## config.mk

```make
export PLATFORM = sky130hd
export DESIGN_NAME = ffo_scanner_flat
export DESIGN_NICKNAME = d
export VERILOG_FILES = /design/src/rtl/ffo_pkg.sv /design/src/rtl/ffo_scanner_if.sv /design/src/rtl/ffo_tree.sv /design/src/rtl/ffo_scanner.sv /design/src/flat_wrapper.sv
export SDC_FILE = /design/constraint.sdc
export NUM_CORES = 1
export LEC_CHECK = 0
export ABC_CLOCK_PERIOD_IN_PS = 6400
export BUFFER_PORTS_ARGS = -buffer_cell sky130_fd_sc_hd__buf_4
export CAP_MARGIN = 20
export CORE_ASPECT_RATIO = 1.25
export CORE_UTILIZATION = 41
export CTS_CLUSTER_DIAMETER = 100
export DETAILED_ROUTE_END_ITERATION = 7
export PLACE_DENSITY = 0.61
export SLEW_MARGIN = 10
export SYNTH_ARGS = -nofsm -noshare
export SYNTH_HDL_FRONTEND = slang
export SYNTH_SLANG_ARGS = --single-unit
export TNS_END_PERCENT = 20
```

## constraint.sdc

```tcl
create_clock -name clock -period 6.4 [get_ports clock]
set_clock_uncertainty 0.1 [all_clocks]
set_input_delay 1.92 -clock clock [delete_from_list [all_inputs] [get_ports clock]]
set_output_delay 1.92 -clock clock [all_outputs]
set_load 0.02 [all_outputs]
```

## src/rtl/ffo_pkg.sv

```systemverilog
// rtl/ffo_pkg.sv - shared state type and index-width helper for the first-one scanner
package ffo_pkg;

  typedef enum logic [1:0] {
    IDLE,
    SCAN,
    EMPTY
  } state_t;

  function automatic int idx_width(input int n);
    return $clog2(n);
  endfunction

endpackage

```

## src/rtl/ffo_scanner_if.sv

```systemverilog
// rtl/ffo_scanner_if.sv - vector-in / index-beat-out handshake bundle of the scanner
interface ffo_scanner_if #(
  parameter int N = 32
);
  import ffo_pkg::*;

  localparam int IW = idx_width(N);

  logic          in_valid;
  logic          in_ready;
  logic [N-1:0]  in_data;
  logic          in_dir;
  logic          out_valid;
  logic          out_ready;
  logic [IW-1:0] out_idx;
  logic [IW-1:0] out_seq;
  logic          out_last;
  logic          out_zero;

  modport master (
    output in_valid, in_data, in_dir, out_ready,
    input  in_ready, out_valid, out_idx, out_seq, out_last, out_zero
  );

  modport slave (
    input  in_valid, in_data, in_dir, out_ready,
    output in_ready, out_valid, out_idx, out_seq, out_last, out_zero
  );

endinterface

```

## src/rtl/ffo_tree.sv

```systemverilog
// rtl/ffo_tree.sv - recursive leading-one finder; pos counts down from bit N-1
module ffo_tree
  import ffo_pkg::*;
#(
  parameter int N = 32,
  localparam int IW = idx_width(N)
) (
  input  logic [N-1:0]  data,
  output logic          valid,
  output logic [IW-1:0] pos
);

  if (N == 2) begin : g_leaf
    assign valid = data[1] | data[0];
    assign pos   = ~data[1];
  end else begin : g_node
    logic          hi_valid;
    logic          lo_valid;
    logic [IW-2:0] hi_pos;
    logic [IW-2:0] lo_pos;

    ffo_tree #(.N(N / 2)) u_hi (
      .data  (data[N-1:N/2]),
      .valid (hi_valid),
      .pos   (hi_pos)
    );

    ffo_tree #(.N(N / 2)) u_lo (
      .data  (data[N/2-1:0]),
      .valid (lo_valid),
      .pos   (lo_pos)
    );

    // The upper half wins whenever it holds a one, so its pos gets a 0 MSB.
    assign valid = hi_valid | lo_valid;
    assign pos   = hi_valid ? {1'b0, hi_pos} : {1'b1, lo_pos};
  end

endmodule

```

## src/rtl/ffo_scanner.sv

```systemverilog
// rtl/ffo_scanner.sv - streams the index of every set bit of an accepted vector, one per cycle
module ffo_scanner
  import ffo_pkg::*;
#(
  parameter int N = 32
) (
  input  logic          clock,
  input  logic          reset,
  ffo_scanner_if.slave  bus
);

  localparam int IW = idx_width(N);

  state_t        state, state_n;
  logic [N-1:0]  w, w_n;
  logic          d, d_n;
  logic [IW-1:0] seq, seq_n;

  logic [N-1:0]  w_rev;
  logic [N-1:0]  scan_vec;
  logic          found;
  logic [IW-1:0] pos;
  logic [IW-1:0] idx;
  logic [N-1:0]  clr_mask;
  logic [N-1:0]  w_clr;
  logic          last;

  logic          in_ready;
  logic          out_valid;
  logic [IW-1:0] out_idx;
  logic          out_last;
  logic          out_zero;

  always_comb begin
    w_rev = '0;
    for (int i = 0; i < N; i++) begin
      w_rev[i] = w[N-1-i];
    end
  end

  // LSB-first reuses the MSB-first tree by mirroring the work register.
  assign scan_vec = d ? w_rev : w;

  ffo_tree #(.N(N)) u_tree (
    .data  (scan_vec),
    .valid (found),
    .pos   (pos)
  );

  assign idx      = d ? pos : (IW'(N - 1) - pos);
  assign clr_mask = {{(N-1){1'b0}}, 1'b1} << idx;
  assign w_clr    = w & ~clr_mask;
  assign last     = found & (w_clr == '0);

  always_ff @(posedge clock or posedge reset) begin
    if (reset) begin
      state <= IDLE;
      w     <= '0;
      d     <= 1'b0;
      seq   <= '0;
    end else begin
      state <= state_n;
      w     <= w_n;
      d     <= d_n;
      seq   <= seq_n;
    end
  end

  always_comb begin
    state_n   = state;
    w_n       = w;
    d_n       = d;
    seq_n     = seq;
    in_ready  = 1'b0;
    out_valid = 1'b0;
    out_idx   = '0;
    out_last  = 1'b0;
    out_zero  = 1'b0;

    case (state)
      IDLE: begin
        in_ready = 1'b1;
      end
      SCAN: begin
        out_valid = 1'b1;
        out_idx   = idx;
        out_last  = last;
        if (bus.out_ready) begin
          w_n   = w_clr;
          seq_n = seq + IW'(1);
          if (last) begin
            // Clearing seq here keeps an all-ones vector from wrapping it.
            in_ready = 1'b1;
            state_n  = IDLE;
            seq_n    = '0;
          end
        end
      end
      EMPTY: begin
        out_valid = 1'b1;
        out_last  = 1'b1;
        out_zero  = 1'b1;
        if (bus.out_ready) begin
          in_ready = 1'b1;
          state_n  = IDLE;
        end
      end
      default: begin
        state_n = IDLE;
      end
    endcase

    // A new vector overrides the return to IDLE so back-to-back vectors need no bubble.
    if (bus.in_valid && in_ready) begin
      w_n     = bus.in_data;
      d_n     = bus.in_dir;
      seq_n   = '0;
      state_n = (bus.in_data != '0) ? SCAN : EMPTY;
    end
  end

  assign bus.in_ready  = in_ready;
  assign bus.out_valid = out_valid;
  assign bus.out_idx   = out_idx;
  assign bus.out_seq   = seq;
  assign bus.out_last  = out_last;
  assign bus.out_zero  = out_zero;

endmodule

```

## src/flat_wrapper.sv

```systemverilog
// flat-port wrapper written by rule: the top's interface ports become plain ports
module ffo_scanner_flat import ffo_pkg::*;
#(
  parameter int N = 32
)
  (clock, reset, bus_in_valid, bus_in_data, bus_in_dir, bus_out_ready, bus_in_ready, bus_out_valid, bus_out_idx, bus_out_seq, bus_out_last, bus_out_zero);
  ffo_scanner_if #(.N(N)) bus_i ();
  input  logic clock;
  input  logic reset;
  input wire logic [$bits(bus_i.in_valid)-1:0] bus_in_valid;
  input wire logic [$bits(bus_i.in_data)-1:0] bus_in_data;
  input wire logic [$bits(bus_i.in_dir)-1:0] bus_in_dir;
  input wire logic [$bits(bus_i.out_ready)-1:0] bus_out_ready;
  output wire logic [$bits(bus_i.in_ready)-1:0] bus_in_ready;
  output wire logic [$bits(bus_i.out_valid)-1:0] bus_out_valid;
  output wire logic [$bits(bus_i.out_idx)-1:0] bus_out_idx;
  output wire logic [$bits(bus_i.out_seq)-1:0] bus_out_seq;
  output wire logic [$bits(bus_i.out_last)-1:0] bus_out_last;
  output wire logic [$bits(bus_i.out_zero)-1:0] bus_out_zero;
  assign bus_i.in_valid = bus_in_valid;
  assign bus_i.in_data = bus_in_data;
  assign bus_i.in_dir = bus_in_dir;
  assign bus_i.out_ready = bus_out_ready;
  assign bus_in_ready = bus_i.in_ready;
  assign bus_out_valid = bus_i.out_valid;
  assign bus_out_idx = bus_i.out_idx;
  assign bus_out_seq = bus_i.out_seq;
  assign bus_out_last = bus_i.out_last;
  assign bus_out_zero = bus_i.out_zero;
  ffo_scanner #(.N(N)) u_core (.clock(clock), .reset(reset), .bus(bus_i));
endmodule
```

==> summary.md <==
| Metric | Value |
|---|---|
| Final Hold Fails | `0` |
| Final WS setup | `~0.16 ns` |
| Boundary Pins | `51` |
| Post-synth EDFFs | `0` |
| Synth unique cells | `73` |
| Mean number of vias per cell | `6.15` |
| Multi-input gate area | `2680 µm²` |
| Dpl cell area | `4460 µm²` |
| Period utilization | `97.6%` |
| Total grt overflow | `0` |
| Die Area | `9530 µm²` |
| Htree depth | `2` |
| Non-filler cells in the finished layout | `657` |
| Vias in the first global route | `4084` |
| First-pass GRT wire length | `21900 µm` |
| Routed Antenna Nets | `0` |
| Endpoints failing setup | `0` |
| Worst-case vdd ir drop | `roughly 240 µV` |
| Critical-path maximum fanout | `13` |
| Clk buf depth | `2` |
| Antenna violations before repair | `0` |
| Die X | `87.5 µm` |
| Die Span Y | `109 µm` |
| Hold path cells | `2` |
| Core box area | `8800 µm²` |
| Top cell type's share of synthesized area | `between 20% and 30%` |
| Total CTS buffers | `5` |
| Maxcap violations | `0` |
| Ant. Diodes | `0` |
| Max-slew violation count | `0` |
| Worst slack, placed | `0.144 ns` |
| Minimum clock period | `6.24 ns` |
| Async SR Flop Fraction | `100%` |
| Avg Synthesized Cell Area | `8.18 µm²` |
| Synth Warn # | `0` |
| Most frequent cells in the layout | `buf_4, inv_1, o21ai_0` |
| Share of layout cells above drive strength 1 | `roughly 28%` |
| Worst r2r src | `u_core.d` |
| Fin Setup TNS | `0 ns` |
| Synthesized area | `3750 µm²` |
| Rel. slew slack | `48.9%` |
| Largest net degree at the start of global routing | `43` |
| Area growth from synthesis to layout | `28.4%` |
| Placed cell count | `643` |
| Worst min-delay path class | `flop to flop` |
| FF+latch count, synth | `40` |
| Routed wire length per instance | `21.6 µm` |
| Critical path type | `flop to primary output` |
| Total Routing Usage GR | `between 30% and 40%` |
| Worst setup SP type | `flop` |
| CTS tree | `built` |
| Starting Density | `42.6%` |
| First-pass detailed-route iteration total | `5` |
| Leakage Power | `2.09 nW` |
| Post-Syn Instances | `around 460` |
| Post-synthesis net count | `500` |
| Top post-synthesis cells by area | `dfrtp_1, mux2i_1, o21ai_0, inv_1, nor3_1` |
| Main synth FF type | `dfrtp_1` |
| Port bufs | `50` |
| 1st-iter DRT viols | `290` |
| Final nets | `578` |
| Drc violations | `0` |
| Post-DP HPWL | `about 11000 µm` |
| Hold Path Sink | `u_core.bus.out_seq[1]` |
| Max Clk Rate | `approximately 160 MHz` |
| Total number of vias | `4042` |
| Power Total | `around 2.5 mW` |
| Leading cell type in the layout, fill and taps excluded | `buf_4` |
| Worst-margin pin slew | `~0.76 ns` |
| FP Rows | `38` |
| Filler cells | `849` |
| Area leader, netlist | `dfrtp_1` |
| Total Wirelength | `14200 µm` |
| GPL Wtd Cong | `0.998` |
| Clk pin slew, worst setup/hold paths | `0.07 ns` |
| PwrDens | `510 nW/µm²` |
| Sequential area share after synthesis | `26.7%` |
| CP arrival | `4.22 ns` |
| Fin area | `just under 5000 µm²` |
| Reg2Reg Depth | `16` |
| Critical path required time | `between 4 and 5 ns` |
| Reg2reg setup slack | `approximately 1.5 ns` |
| CTS sink cnt | `40` |
| FF/Latch Area | `1000 µm²` |
| Status | `finished clean` |
| FF-to-FF End | `u_core.w[13]` |
| CP Capture Type | `primary output` |
| Worst-skew pair later-pin latency | `0.30 ns` |
| Min-delay src | `u_core.bus.out_seq[1]` |
| Clock root cell | `clkbuf_8` |
-- synthesized netlist by cell type, types with 9 or more instances --
library cell and instances:
nor3b_1 11, nor4_1 10, mux2i_1 30, inv_1 43, dfrtp_1 40, nor3_1 29
nor2_1 20, and2_1 11, nand4_1 9, a21oi_1 21, nand2_1 22, o21ai_0 42
a211oi_1 10
-- per-layer routing --
layer | routed length, µm | vias to the layer above | GRT usage (%)
li1 | - | 1885 | -
met5 | 0 | - | 0
met1 | 5810 | 1962 | 37.4
met3 | 723 | 40 | 3.56
met2 | 7040 | 155 | 54.8
met4 | 633 | 0 | 14.8
-- final cells by class --
cell class              instances  share of cell area, %
flip-flops and latches         40                   20.9
well taps                     120                   3.12
multi-input cells             355                   55.7
inverters                      43                   3.35
clock buffers                   8                   1.87
repair buffers                 91                   15.1
-- cell families (layout without fill, tap and decap cells) --
| logic type | count (synthesis) | count (layout) | synth area share [%] |
|---|---|---|---|
| fa+ha+maj | 5 | 5 | 1.67 |
| mux | 38 | 38 | 10.5 |
| compound gates | 149 | 149 | 27.9 |
| buf+inv | 63 | 142 | 7.35 |
| xor+xnor | 5 | 5 | 1.17 |
| simple gates | 158 | 158 | 24.7 |
| flops | 40 | 40 | 26.7 |
-- where the power goes --
part / switching (mW) / internal, mW
logic: 0.940 / 0.718
clock network: 0.0869 / 0.0879
registers: 0.249 / 0.371
-- stage by stage --
| step | utilization [%] | hold slack [ns] |
|---|---|---|
| finish | 54.7 | 0.475 |
| global route | 54.7 | 0.499 |
| CTS | 52.2 | 0.473 |
| detailed placement | 50.7 | 0.459 |
| global placement | 50.7 | 0.452 |
| floorplan | - | 0.406 |
-- worst max-delay path, cell delays in order, from the launching register on --
cell and delay [ns]:
dfrtp_4 0.53, buf_12 0.16, or3_1 0.42, a2bb2oi_2 0.21
nand3_2 0.14, or3_4 0.46, a21o_4 0.27, buf_4 0.17
o41ai_2 0.33, a21oi_1 0.10, a211oi_2 0.23, nand4b_1 0.19
nor4_4 0.31, a21oi_1 0.11, nor2b_1 0.14, buf_4 0.15
-- flip-flops by register name, summed over array words and instances (netlist names) --
signal / count
u_core.bus.out_seq: 5
u_core.d: 1
u_core.w: 32
u_core.state: 2
-- repair_timing --
| action | in CTS | in global routing |
|---|---|---|
| resized for setup | 6 | 39 |
| setup endpoints to repair | 2 | 2 |
| pin swaps | 0 | 15 |
| hold buffers | 0 | 0 |
| buffers inserted | 2 | 4 |
-- worst max path at each step --
stage / start / endpoint / slack, ns / cells past startpoint
floorplan: u_core.d / bus_in_ready / 0.59 / 13
global placement: u_core.d / bus_in_ready / 0.15 / 15
detailed placement: u_core.d / bus_in_ready / 0.14 / 14
CTS: u_core.d / bus_in_ready / 0.006 / 16
global route: u_core.d / bus_in_ready / -0.02 / 15
finish: u_core.d / bus_out_last / 0.16 / 15
No activity file was read; power rests on OpenSTA's default activity.
